[src/rtl/trap_pkg.sv]
// Shared definitions for the machine-mode trap sequencer: cause codes,
// sequencer state encoding and the mtvec vectored-mode value.
package trap_pkg;

    localparam logic [3:0] CAUSE_EBREAK    = 4'd3;
    localparam logic [3:0] CAUSE_IMISALIGN = 4'd0;
    localparam logic [3:0] CAUSE_ILLEGAL   = 4'd2;
    localparam logic [3:0] CAUSE_ECALL_M   = 4'd11;
    localparam logic [3:0] CAUSE_LMISALIGN = 4'd4;
    localparam logic [3:0] CAUSE_SMISALIGN = 4'd6;

    localparam logic [3:0] IRQ_MEI = 4'd11;
    localparam logic [3:0] IRQ_MSI = 4'd3;
    localparam logic [3:0] IRQ_MTI = 4'd7;

    localparam logic [1:0] ST_IDLE   = 2'd0;
    localparam logic [1:0] ST_TRAP   = 2'd1;
    localparam logic [1:0] ST_VECTOR = 2'd2;
    localparam logic [1:0] ST_MRET   = 2'd3;

    typedef enum logic [1:0] {
        IDLE   = ST_IDLE,
        TRAP   = ST_TRAP,
        VECTOR = ST_VECTOR,
        MRET   = ST_MRET
    } trap_state_t;

    localparam logic [1:0] MTVEC_MODE_VECTORED = 2'b01;

endpackage

[src/rtl/trap_prio_enc.sv]
// Combinational trap priority encoder: picks the highest-priority exception,
// or failing that the highest-priority already-masked interrupt.
module trap_prio_enc
    import trap_pkg::*;
(
    input  logic       ebreak,
    input  logic       instr_misalign,
    input  logic       illegal,
    input  logic       ecall,
    input  logic       ld_misalign,
    input  logic       st_misalign,
    input  logic       mei,
    input  logic       msi,
    input  logic       mti,
    output logic       valid,
    output logic       is_irq,
    output logic [3:0] cause
);

    always_comb begin
        valid  = 1'b1;
        is_irq = 1'b0;
        cause  = 4'd0;
        if (ebreak)              cause = CAUSE_EBREAK;
        else if (instr_misalign) cause = CAUSE_IMISALIGN;
        else if (illegal)        cause = CAUSE_ILLEGAL;
        else if (ecall)          cause = CAUSE_ECALL_M;
        else if (ld_misalign)    cause = CAUSE_LMISALIGN;
        else if (st_misalign)    cause = CAUSE_SMISALIGN;
        else if (mei) begin
            is_irq = 1'b1;
            cause  = IRQ_MEI;
        end else if (msi) begin
            is_irq = 1'b1;
            cause  = IRQ_MSI;
        end else if (mti) begin
            is_irq = 1'b1;
            cause  = IRQ_MTI;
        end else begin
            valid = 1'b0;
        end
    end

endmodule

[src/rtl/trap_ctrl.sv]
// Machine-mode trap sequencer: takes exceptions/interrupts at the commit boundary,
// strobes mcause/mepc, flushes and redirects fetch to mtvec, and sequences mret.
module trap_ctrl
    import trap_pkg::*;
#(
    parameter int XLEN        = 32,
    parameter bit VECTORED_EN = 1'b1
) (
    input  logic            clock,
    input  logic            rst_n_in,
    input  logic            instr_valid_in,
    input  logic [XLEN-1:0] pc_in,
    input  logic            ebreak_in,
    input  logic            instr_misalign_in,
    input  logic            illegal_in,
    input  logic            ecall_in,
    input  logic            ld_misalign_in,
    input  logic            st_misalign_in,
    input  logic            meip_in,
    input  logic            msip_in,
    input  logic            mtip_in,
    input  logic [XLEN-1:0] mie_in,
    input  logic            mstatus_mie_in,
    input  logic [XLEN-1:0] mtvec_in,
    input  logic [XLEN-1:0] mepc_in,
    input  logic            mret_in,
    output logic            set_cause_out,
    output logic [3:0]      cause_out,
    output logic            i_or_e_out,
    output logic            set_epc_out,
    output logic [XLEN-1:0] epc_out,
    output logic            mie_clear_out,
    output logic            mie_restore_out,
    output logic            flush_out,
    output logic            redirect_out,
    output logic [XLEN-1:0] pc_target_out,
    output logic            busy_out
);

    trap_state_t     state;
    logic            req_valid;
    logic            req_is_irq;
    logic [3:0]      req_cause;
    logic            use_vectored;
    logic [XLEN-1:0] vec_base;
    logic [XLEN-1:0] vec_target;
    logic            unused_mie;

    trap_prio_enc u_prio (
        .ebreak         (ebreak_in),
        .instr_misalign (instr_misalign_in),
        .illegal        (illegal_in),
        .ecall          (ecall_in),
        .ld_misalign    (ld_misalign_in),
        .st_misalign    (st_misalign_in),
        .mei            (meip_in & mie_in[11] & mstatus_mie_in),
        .msi            (msip_in & mie_in[3]  & mstatus_mie_in),
        .mti            (mtip_in & mie_in[7]  & mstatus_mie_in),
        .valid          (req_valid),
        .is_irq         (req_is_irq),
        .cause          (req_cause)
    );

    assign unused_mie = ^{mie_in[XLEN-1:12], mie_in[10:8], mie_in[6:4], mie_in[2:0]};

    // Vectoring applies only to interrupts; exceptions always land on the base.
    assign vec_base     = {mtvec_in[XLEN-1:2], 2'b00};
    assign use_vectored = VECTORED_EN && (mtvec_in[1:0] == MTVEC_MODE_VECTORED) && i_or_e_out;
    assign vec_target   = use_vectored ? vec_base + {{(XLEN-6){1'b0}}, cause_out, 2'b00} : vec_base;

    always_ff @(posedge clock or negedge rst_n_in) begin
        if (!rst_n_in) begin
            state           <= IDLE;
            set_cause_out   <= 1'b0;
            cause_out       <= 4'd0;
            i_or_e_out      <= 1'b0;
            set_epc_out     <= 1'b0;
            epc_out         <= '0;
            mie_clear_out   <= 1'b0;
            mie_restore_out <= 1'b0;
            flush_out       <= 1'b0;
            redirect_out    <= 1'b0;
            pc_target_out   <= '0;
            busy_out        <= 1'b0;
        end else begin
            set_cause_out   <= 1'b0;
            set_epc_out     <= 1'b0;
            mie_clear_out   <= 1'b0;
            mie_restore_out <= 1'b0;
            flush_out       <= 1'b0;
            redirect_out    <= 1'b0;
            busy_out        <= 1'b0;
            case (state)
                IDLE: begin
                    // An exception beats mret, but mret beats a pending interrupt.
                    if (instr_valid_in) begin
                        if (req_valid && !(req_is_irq && mret_in)) begin
                            state         <= TRAP;
                            cause_out     <= req_cause;
                            i_or_e_out    <= req_is_irq;
                            epc_out       <= pc_in;
                            set_cause_out <= 1'b1;
                            set_epc_out   <= 1'b1;
                            mie_clear_out <= 1'b1;
                            flush_out     <= 1'b1;
                            busy_out      <= 1'b1;
                        end else if (mret_in) begin
                            state           <= MRET;
                            pc_target_out   <= mepc_in;
                            mie_restore_out <= 1'b1;
                            flush_out       <= 1'b1;
                            redirect_out    <= 1'b1;
                            busy_out        <= 1'b1;
                        end
                    end
                end
                TRAP: begin
                    state         <= VECTOR;
                    pc_target_out <= vec_target;
                    redirect_out  <= 1'b1;
                    busy_out      <= 1'b1;
                end
                VECTOR:  state <= IDLE;
                MRET:    state <= IDLE;
                default: state <= IDLE;
            endcase
        end
    end

endmodule

[config.mk]
export PLATFORM = sky130hd
export DESIGN_NAME = trap_ctrl
export DESIGN_NICKNAME = d
export VERILOG_FILES = /design/src/rtl/trap_pkg.sv /design/src/rtl/trap_prio_enc.sv /design/src/rtl/trap_ctrl.sv
export SDC_FILE = /design/constraint.sdc
export NUM_CORES = 1
export LEC_CHECK = 0
export CORE_AREA = 4 4 148 79
export CTS_CLUSTER_SIZE = 12
export DETAILED_ROUTE_END_ITERATION = 7
export DIE_AREA = 0 0 152 83
export GPL_ROUTABILITY_DRIVEN = 0
export PLACE_DENSITY_LB_ADDON = 0.25
export REMOVE_ABC_BUFFERS = 1
export SYNTH_ARGS = -nofsm -noshare
export SYNTH_HDL_FRONTEND = slang
export SYNTH_SLANG_ARGS = --single-unit
[constraint.sdc]
create_clock -name clock -period 5.9 [get_ports clock]
set_input_delay 1.18 -clock clock [delete_from_list [all_inputs] [get_ports clock]]
set_output_delay 1.18 -clock clock [all_outputs]
set_load 0.05 [all_outputs]
# Yosys cells after proc, flatten, opt, wreduce, memory -nomap -nowiden
# Index checks and enable logic that the tools add are counted.
word_totals:
  output_inout_bits: 76
  in_bits: 142
  register_bits: 76
  elab_cells: 80
op_classes:
  muxes: 45
  n_addsub: 1
  n_reduce_logical: 10
  bitwise_logic: 6
  n_eq_ne: 8
op_table:
  columns: ["cell", "n"]
  rows:
  - ["32-bit 2-to-1 mux", 4]
  - ["32-bit case mux with 2 select lines", 1]
  - ["32-bit by 6-bit adder with 32-bit output", 1]
  - ["4-bit 2-to-1 mux", 8]
  - ["1-bit 2-to-1 mux", 25]
  - ["1-bit AND", 6]
  - ["2-bit 2-to-1 mux", 3]
  - ["2-bit != test, second input constant", 3]
  - ["2-bit case mux with 3 select lines", 1]
  - ["2-bit by 1-bit equality test with 1-bit output, second input constant", 2]
  - ["2-bit equality test, second input constant", 2]
  - ["1-bit case mux with 2 select lines", 2]
  - ["4-bit AND reduction", 1]
  - ["1-bit logical AND", 3]
  - ["3-bit 2-to-1 mux", 1]
  - ["3-bit != test, second input constant", 1]
  - ["3-bit AND reduction", 1]
  - ["2-bit zero test", 1]
  - ["2-bit AND reduction", 1]
  - ["2-bit nonzero test", 1]
  - ["2-bit OR reduction", 1]
  - ["1-bit zero test", 1]

# Depth between registers and ports, before layout
# Gate-level depths: netlist (run 1).
logic_depth:
  depth_word: 17
  mapped_depth: 9
  ltp_nobuf: 8

# Hierarchy
# From an unflattened synthesis (run 1), not the netlist that was laid out.
hier_totals:
  hier_cells: 414
  hier_area_um2: 3958.8
by_module_without_submodules:
  columns: ["module", "area_each_um2", "n_inst", "seq_area_each_um2", "cells_each"]
  rows:
  - ["trap_ctrl", 3842.4, 1, 1901.8, 398]
  - ["trap_prio_enc", 116.4, 1, 0.0, 16]

# Worst setup path before layout (run 1)
# No wires, ideal clock.
synth_path:
  path_kind: "input -> register"
  start: "in st_misalign_in"
  end: "reg epc_out[12]"
  t_required_ns: 5.775
  setup_time_ns: 0.125
  path_buffers: 1
  path_stages: 5
  path_slack_ns: 2.880
  t_arrival_ns: 2.895
  path_cell_list: "or4_4 -> or3_1 -> a22oi_2 -> buf_4 -> mux2_2"
synth_between:
  elab_chain_cells: 10
  elab_cells_between_ends: 16
  cone_classes: "mux: 12; reduce/logical: 4"
synth_lines:
  columns: ["item", "line", "source"]
  rows:
  - ["start, declared", "trap_ctrl.sv:18", "input logic st_misalign_in,"]
  - ["1-bit 2-to-1 mux", "trap_prio_enc.sv:29", "else if (st_misalign) cause = CAUSE_SMISALIGN;"]
  - ["1-bit 2-to-1 mux", "trap_prio_enc.sv:28", "else if (ld_misalign) cause = CAUSE_LMISALIGN;"]
  - ["1-bit 2-to-1 mux", "trap_prio_enc.sv:27", "else if (ecall) cause = CAUSE_ECALL_M;"]
  - ["1-bit 2-to-1 mux", "trap_prio_enc.sv:26", "else if (illegal) cause = CAUSE_ILLEGAL;"]
  - ["1-bit 2-to-1 mux", "trap_prio_enc.sv:25", "else if (instr_misalign) cause = CAUSE_IMISALIGN;"]
  - ["1-bit 2-to-1 mux", "trap_prio_enc.sv:24", "if (ebreak) cause = CAUSE_EBREAK;"]
  - ["1-bit logical AND", "trap_ctrl.sv:97", "if (req_valid && !(req_is_irq && mret_in)) begin"]
  - ["1-bit zero test", "trap_ctrl.sv:97", null]
  - ["1-bit logical AND *", "trap_ctrl.sv:97", null]
  - ["3-bit AND reduction (no line) *", null, null]
  - ["end signal, assigned", "trap_ctrl.sv:101", "epc_out <= pc_in;"]
  - ["end, declared", "trap_ctrl.sv:31", "output logic [XLEN-1:0] epc_out,"]
# Mark *: on every way between the ends. The rest lies on a longest branch, timed or not.
# A chain may end at the register's enable or synchronous reset.

# Worst setup path after layout (run 1)
layout_path:
  start: "in mtvec_in[2]"
  end: "reg pc_target_out[16]"
layout_between:
  elab_chain_cells: 3
layout_lines:
  columns: ["item", "line", "source"]
  rows:
  - ["start, declared", "trap_ctrl.sv:24", "input logic [XLEN-1:0] mtvec_in,"]
  - ["32-bit by 6-bit adder with 32-bit output", "trap_ctrl.sv:69", "assign vec_target = use_vectored ? vec_base + {{(XLEN-6){1'b0}}, cause_out, 2'b00} : vec_base;"]
  - ["32-bit 2-to-1 mux", "trap_ctrl.sv:69", null]
  - ["32-bit case mux with 2 select lines", "trap_ctrl.sv:93", "case (state)"]
  - ["end signal, assigned", "trap_ctrl.sv:109", "pc_target_out <= mepc_in;"]
  - ["end signal, assigned", "trap_ctrl.sv:119", "pc_target_out <= vec_target;"]
  - ["end, declared", "trap_ctrl.sv:36", "output logic [XLEN-1:0] pc_target_out,"]
# No other way between the ends.

==> summary.md, run 1 <==
| Metric | Value |
|---|---|
| Routed len/inst | `approximately 17 µm` |
| Most used DFF post-synth | `dfrtp_1` |
| ANT cells | `0` |
| Initial antenna violation count | `0` |
| CP max FO | `13` |
| Clock Latency Late Sink | `0.33 ns` |
| Crit path buffers/inverters | `2` |
| Met1 Resource Use GR | `approximately 28%` |
| Cts bufs inserted | `9` |
| Setup Crit Path Kind | `primary input to flop` |
| Initial core utilization | `about two fifths` |
| GR peak layer | `met2` |
| Antenna viol nets, final | `0` |
| Worst hold slack | `a little under 0.5 ns` |
| Skew final | `0.00788 ns` |
| Max incr delay on CP | `0.88 ns` |
| Leakage Power | `2.66 nW` |
| CP arrival | `3.96 ns` |
| DR pass1 iterations | `4` |
| Reg2reg end | `pc_target_out[16]` |
| Final hold violation count | `0` |
| CTS sink cnt | `76` |
| Final WL | `11.9 mm` |
| IO Count | `between 200 and 250` |
| Hold Buf Count CTS | `0` |
| Row count | `27` |
| Post-CTS Resized | `0` |
| CTS tree | `done` |
| Post-synthesis sequential area ratio | `46.8%` |
| CP Depth | `9` |
| RSZ-0062 raised after global routing | `no` |
| Final min period | `approximately 3.8 ns` |
| Layout area overhead | `56.2%` |
| Gate Count Post-Synth | `363` |
| Max-Slew Margin vs Limit | `between 10% and 20%` |
| Tightest Pin Transition | `1.21 ns` |
| Post-CTS setup buffers | `0` |
| Number of global-route vias before repair | `3,576` |
| Tot Pwr | `0.00258 W` |
| Die Wd | `152 µm` |
| WHS Path Cells | `1` |
| Root Driver | `clkbuf_16` |
| Worst R2R Path Depth | `8` |
| Fin crit share | `around 64%` |
| Post-synth ARST share | `100%` |
| M3 GR Usage | `5.36%` |
| Status | `complete, no violations` |
| Max Transition Viols Final | `0` |
| Hpwl dp | `8.91 mm` |
| Maximum clock rate | `0.265 GHz` |
| Number of max-cap violations | `0` |
| First-pass GRT wire length | `about 20 mm` |
| Height of the die | `around 83 µm` |
| CP max stage cell | `a21oi_1` |
| Clock transition at path regs | `0.06 ns` |
| Tot GR Track Use | `19.1%` |
| Final core utilization | `between 60% and 70%` |
| Crit-path leading delay family | `compound AO/OA/AOI/OAI gates` |
| Core Area | `between 10,000 and 15,000 µm²` |
| Die ar. | `12,600 µm²` |
| Port bufs | `188` |
| Grt met2 use | `29.0%` |
| R2R Setup Slk | `3.09 ns` |
| Flop and latch count out of synthesis | `76` |
| FILL cells | `906` |
| Final Setup Violations | `0` |
| DR vias | `approximately 3,400` |
| Number of flops mapped to enable cells by yosys | `0` |
| Post-synthesis cell area | `roughly 4100 µm²` |
| Synth cell types | `between 40 and 50` |
| Pwr per Cell Area | `406 nW/µm²` |
| Global route total overflow | `0` |
| Bufs on Longest Clock Path | `2` |
| Largest net degree at the start of global routing | `just under 80` |
| Yosys Warn Count | `0` |
| Reg-to-Reg Start | `cause_out[0]` |
| Setup TNS | `0 ns` |
| DR DRC count | `0` |
| CP cell instances | `clkdlybuf4s50_1, ha_1, inv_1, fa_1, nand2b_1, a21oi_1, nand3_1, xor2_1, o221ai_1` |
| H-tree Lvls | `3` |
| Hold Path Origin | `epc_out[13]` |
| Hold endpoint | `epc_out[13]` |
| CP Launch Type | `primary input` |
| Worst EP required | `a little over 6 ns` |
| Final net count | `691` |
| Worst-case vdd ir drop | `0.225 mV` |
| Proportion of layout cells with a drive suffix above 1 | `between 10% and 20%` |
| Worst setup EP type | `flop` |
| Syn Area/Cell | `11.2 µm²` |
| Initial drt markers | `158` |
| Worst hold path class | `flop to flop` |
| Vias per inst | `4.93` |
## metrics by stage
stage	cells	setup slack [ns]	cell area, µm²
2_1_floorplan	343	2.12	3940
3_3_place_gp	678	1.79	6020
3_5_place_dp	678	1.75	6020
4_1_cts	694	2.11	6350
5_1_grt	694	1.89	6350
6_report	694	2.13	6350
## how the worst max path moves through the flow
stage                              start                end  slack [ns]
after global routing         mtvec_in[2]  pc_target_out[16]        1.89
after floorplan           st_misalign_in         epc_out[0]        2.12
final                        mtvec_in[2]  pc_target_out[16]        2.13
after detailed placement     mtvec_in[2]  pc_target_out[16]        1.75
after CTS                    mtvec_in[2]  pc_target_out[16]        2.11
after global placement       mtvec_in[2]  pc_target_out[16]        1.79
## flip-flops by register name, indices dropped and copies added, names as in the netlist
register / flops
state: 2
mie_clear_out: 1
busy_out: 1
redirect_out: 1
i_or_e_out: 1
flush_out: 1
cause_out: 4
epc_out: 32
pc_target_out: 32
mie_restore_out: 1
## final cells by class
type / count / area, µm² / area share [%]
clock buffer: 10 / 239 / 3.76
tap: 145 / 181 / 2.86
timing repair buffer: 190 / 1890 / 29.8
inverter: 4 / 15.0 / 0.236
sequential: 76 / 1900 / 30.0
clock inverter: 6 / 86.3 / 1.36
multi-input combinational: 263 / 2030 / 32.0
## cell usage in the layout, fill, tap and decap left out, types with 3 or more instances in the layout
master	netlist	layout
nand3_1	12	12
o221ai_1	3	3
nor2_1	18	18
a211oi_1	4	4
mux2_2	28	28
ha_1	4	4
nor2_2	7	7
dfrtp_1	76	76
clkdlybuf4s50_1	0	187
o21ai_0	6	6
o21ai_1	14	14
nand3b_1	3	3
mux2_4	21	21
clkbuf_16	0	9
a21oi_1	17	17
mux2_1	7	7
nand2_1	31	31
and3_1	7	7
xor2_1	27	27
nand2b_1	4	4
inv_1	4	4
buf_4	5	3
nand4_1	14	14
mux2i_1	8	8
## worst register-to-register path, delay by kind of cell, from the launching register on
kind / cells / cell delay, ns
xor gates and xnor gates: 1 / 0.26
DFF: 1 / 0.37
adders and majority gates: 2 / 0.61
buffers and inverters: 1 / 0.07
AOI/OAI and AO/OA: 2 / 1.02
and+or+nand+nor: 2 / 0.36
## synthesized netlist by cell type (2+ instances only)
library cell  number  share of area [%]
and3_1             7                1.1
nand2b_1           4               0.62
clkbuf_1           8               0.74
dfrtp_1           76                 47
nand4_1           14                2.2
inv_1              4               0.37
buf_4              5               0.92
mux2_4            21                7.8
a21o_1             2               0.37
and2_1             2               0.31
o21ai_1           14                1.7
nand3b_1           3               0.55
ha_1               4                1.2
xor2_1            27                5.8
o21ai_0            6               0.74
mux2i_1            8                2.0
a21oi_1           17                2.1
buf_6              4                1.1
nand2_1           31                2.9
a211oi_1           4               0.74
nor2_2             7                1.1
mux2_2            28                7.8
nand4b_1           2               0.43
a22oi_1            2               0.37
buf_1              2               0.18
nand3_1           12                1.5
or4_4              2               0.55
o221ai_1           3               0.65
nor2_1            18                1.7
or4_1              2               0.37
mux2_1             7                1.9
and4_1             2               0.43
## routing by layer
layer,vias up,wire [µm]
li1,1653,-
met1,1656,5770
met2,111,5310
met3,4,725
met4,0,55
met5,-,0
## logic make-up (layout without fill, tap and decap cells)
family | after synthesis | count (layout) | synth area share [%]
xor gates and xnor gates | 28 | 28 | 6.03
muxes | 64 | 64 | 19.4
and+or+nand+nor | 113 | 113 | 14.9
adders and majority gates | 5 | 5 | 1.72
AOI/OAI and AO/OA | 53 | 53 | 7.73
DFF | 76 | 76 | 46.8
buffers and inverters | 24 | 210 | 3.45
## power breakdown
part           internal, W  switching, W  total [W]  leakage, nW
registers         0.000664     0.0000847   0.000749        0.904
logic             0.000481      0.000753    0.00123         1.60
clock network     0.000382      0.000212   0.000594        0.159
total              0.00153       0.00105    0.00258         2.66
Power figures use the tool's default switching activity.
==> run 2, diff against run 1 <==
==> constraint.sdc (replaced) <==
create_clock -name clock -period 3.6 [get_ports clock]
set_input_delay 0.72 -clock clock [delete_from_list [all_inputs] [get_ports clock]]
set_output_delay 0.72 -clock clock [all_outputs]
set_load 0.05 [all_outputs]
==> run 2 against run 1 <==
Sequential share of layout area fell by 0.24 points. Die area did not move. Non-clock buffer count rose by 3. Power rose by 66%. Critical endpoint is now pc_target_out[27]. Flip-flop and latch count did not move. Largest cell class unchanged. Register-to-register slack got worse by 1.7 ns. Worst hold slack improved by 0.0066 ns. Highest routed layer unchanged. Count of clock-buffer cells in the layout did not move. Clock power rose by 73%. Core utilization rose by 0.49 points.
==> summary.md, run 2 (synthesized netlist as in run 1, its figures left out) <==
| Metric | Value |
|---|---|
| Fin crit share | `82.0%` |
| Clock transition at path regs | `0.06 ns (about the same)` |
| Initial drt markers | `136 (-14%)` |
| Initial antenna violation count | `0 (unchanged)` |
| Setup Crit Path Kind | `primary input to flop` |
| Port bufs | `188 (unchanged)` |
| Maximum clock rate | `0.339 GHz` |
| Height of the die | `83 µm (unchanged)` |
| Final net count | `694 (+0.43%)` |
| Core Area | `10,500 µm² (unchanged)` |
| Final WL | `11.8 mm (-0.47%)` |
| Tightest Pin Transition | `1.06 ns (-0.147 ns)` |
| Max Transition Viols Final | `0 (unchanged)` |
| Hold Path Origin | `epc_out[20]` |
| Worst R2R Path Depth | `9 (+1)` |
| Root Driver | `clkbuf_16` |
| GR peak layer | `met2` |
| Hpwl dp | `8.86 mm (-0.59%)` |
| H-tree Lvls | `3 (unchanged)` |
| Worst-case vdd ir drop | `0.455 mV (+100%)` |
| Post-CTS setup buffers | `0 (unchanged)` |
| IO Count | `218 (unchanged)` |
| Skew final | `0.00665 ns (-0.00122 ns)` |
| Number of global-route vias before repair | `3,588 (+0.34%)` |
| Row count | `27 (unchanged)` |
| Worst hold slack | `0.498 ns (+0.00657 ns)` |
| Leakage Power | `2.69 nW (+1.1%)` |
| Worst setup path startpoint | `illegal_in` |
| CP Launch Type | `primary input` |
| Die Wd | `152 µm (unchanged)` |
| Cts bufs inserted | `9 (unchanged)` |
| M3 GR Usage | `5.26% (-0.10 points)` |
| RSZ-0062 raised after global routing | `no` |
| CP max FO | `33 (+20)` |
| Clock Latency Late Sink | `0.33 ns (about the same)` |
| Hold Buf Count CTS | `0 (unchanged)` |
| Worst setup EP type | `flop` |
| CTS sink cnt | `76 (unchanged)` |
| Post-CTS Resized | `0 (unchanged)` |
| Setup TNS | `0 ns (unchanged)` |
| Tot GR Track Use | `18.9% (-0.18 points)` |
| Largest net degree at the start of global routing | `77 (unchanged)` |
| First-pass GRT wire length | `19.3 mm (-1.9%)` |
| Reg2reg end | `pc_target_out[16]` |
| Proportion of layout cells with a drive suffix above 1 | `15.2% (+0.28 points)` |
| Status | `complete, no violations` |
| Bufs on Longest Clock Path | `2 (unchanged)` |
| CP arrival | `3.11 ns (-0.85 ns)` |
| Worst setup path end | `pc_target_out[27]` |
| Antenna viol nets, final | `0 (unchanged)` |
| Pwr per Cell Area | `670 nW/µm² (+65%)` |
| Most common cell after layout, fill and taps aside | `clkdlybuf4s50_1` |
| Final Setup Violations | `0 (unchanged)` |
| Max-Slew Margin vs Limit | `28.9% (+10 points)` |
| Final hold violation count | `0 (unchanged)` |
| Worst EP required | `3.75 ns (-2.34 ns)` |
| ANT cells | `0 (unchanged)` |
| Global route total overflow | `0 (unchanged)` |
| Commonest non-fill, non-tap cells in the layout | `clkdlybuf4s50_1 (187), dfrtp_1 (76), nand2_1 (31)` |
| CTS tree | `done` |
| Worst hold path class | `flop to flop` |
| Final min period | `2.95 ns` |
| Layout area overhead | `57.5%` |
| Routed len/inst | `16.9 µm (-0.90%)` |
| R2R Setup Slk | `1.38 ns (-1.71 ns)` |
| Vias per inst | `4.88 (-1.0%)` |
| DR DRC count | `0 (unchanged)` |
| Number of max-cap violations | `0 (unchanged)` |
| Grt met2 use | `28.2% (-0.76 points)` |
| Met1 Resource Use GR | `27.2% (-0.34 points)` |
| Reg-to-Reg Start | `cause_out[0]` |
| DR pass1 iterations | `4 (unchanged)` |
| DR vias | `3,403 (-0.61%)` |
| Die ar. | `12,600 µm² (unchanged)` |
| Initial core utilization | `38.6% (unchanged)` |
| Largest regs | `epc_out (32), pc_target_out (32), cause_out (4)` |
[run 2: cell types whose count changed in the layout (fill, tap and decap cells not counted)]
cell	delta
buf_4	+2
clkinv_4	+2
buf_12	+1
bufinv_16	+1
clkbuf_1	+1
clkbuf_8	-1
clkinv_2	-1
clkinvlp_4	-1
inv_6	-1
[run 2: power by group]
group	switching, W	total, W	internal [W]
sequential	0.000139	0.00123	0.00109
combinational	0.00123	0.00203	0.000797
clock	0.000353	0.00103	0.000678
total	0.00173	0.00429	0.00256
[run 2: area by class of cell]
class                      instances  area [µm²]
clock inverter                     6         113
timing repair buffer             193        1930
inverter                           4        15.0
multi-input combinational        263        2030
fill                             881        4140
sequential                        76        1900
tap                              145         181
clock buffer                      10         229
[run 2: critical path: stages]
cell,delay (ns)
clkdlybuf4s50_1,0.48
or4_4,0.54
or4_4,0.81
mux2_4,0.40
nor2_2,0.08
a21oi_1,0.05
[run 2: through the flow]
stage / util, % / worst slack (ns) / power, W / cell area [µm²] / instances
finish: 60.7 / 0.647 / 0.00429 / 6400 / 697
global placement: 57.5 / 0.373 / 0.00325 / 6060 / 681
CTS: 60.7 / 0.677 / 0.00433 / 6400 / 697
floorplan: - / 0.278 / 0.00250 / 3940 / 343
detailed placement: 57.5 / 0.334 / 0.00328 / 6060 / 681
global route: 60.7 / 0.582 / 0.00448 / 6400 / 697
[run 2: metal layers]
layer,vias to the layer above,routed length (µm)
met5,-,0
met4,0,90
met3,8,653
met2,118,5150
met1,1616,5920
li1,1661,-
[run 2: worst min path at each step]
stage               depth (start not counted)  slack, ns     endpoint
floorplan                                   0       0.42     busy_out
global placement                            1       0.47  epc_out[16]
detailed placement                          1       0.49  epc_out[20]
CTS                                         1       0.50  epc_out[20]
global route                                1       0.51   epc_out[0]
finish                                      1       0.50  epc_out[20]
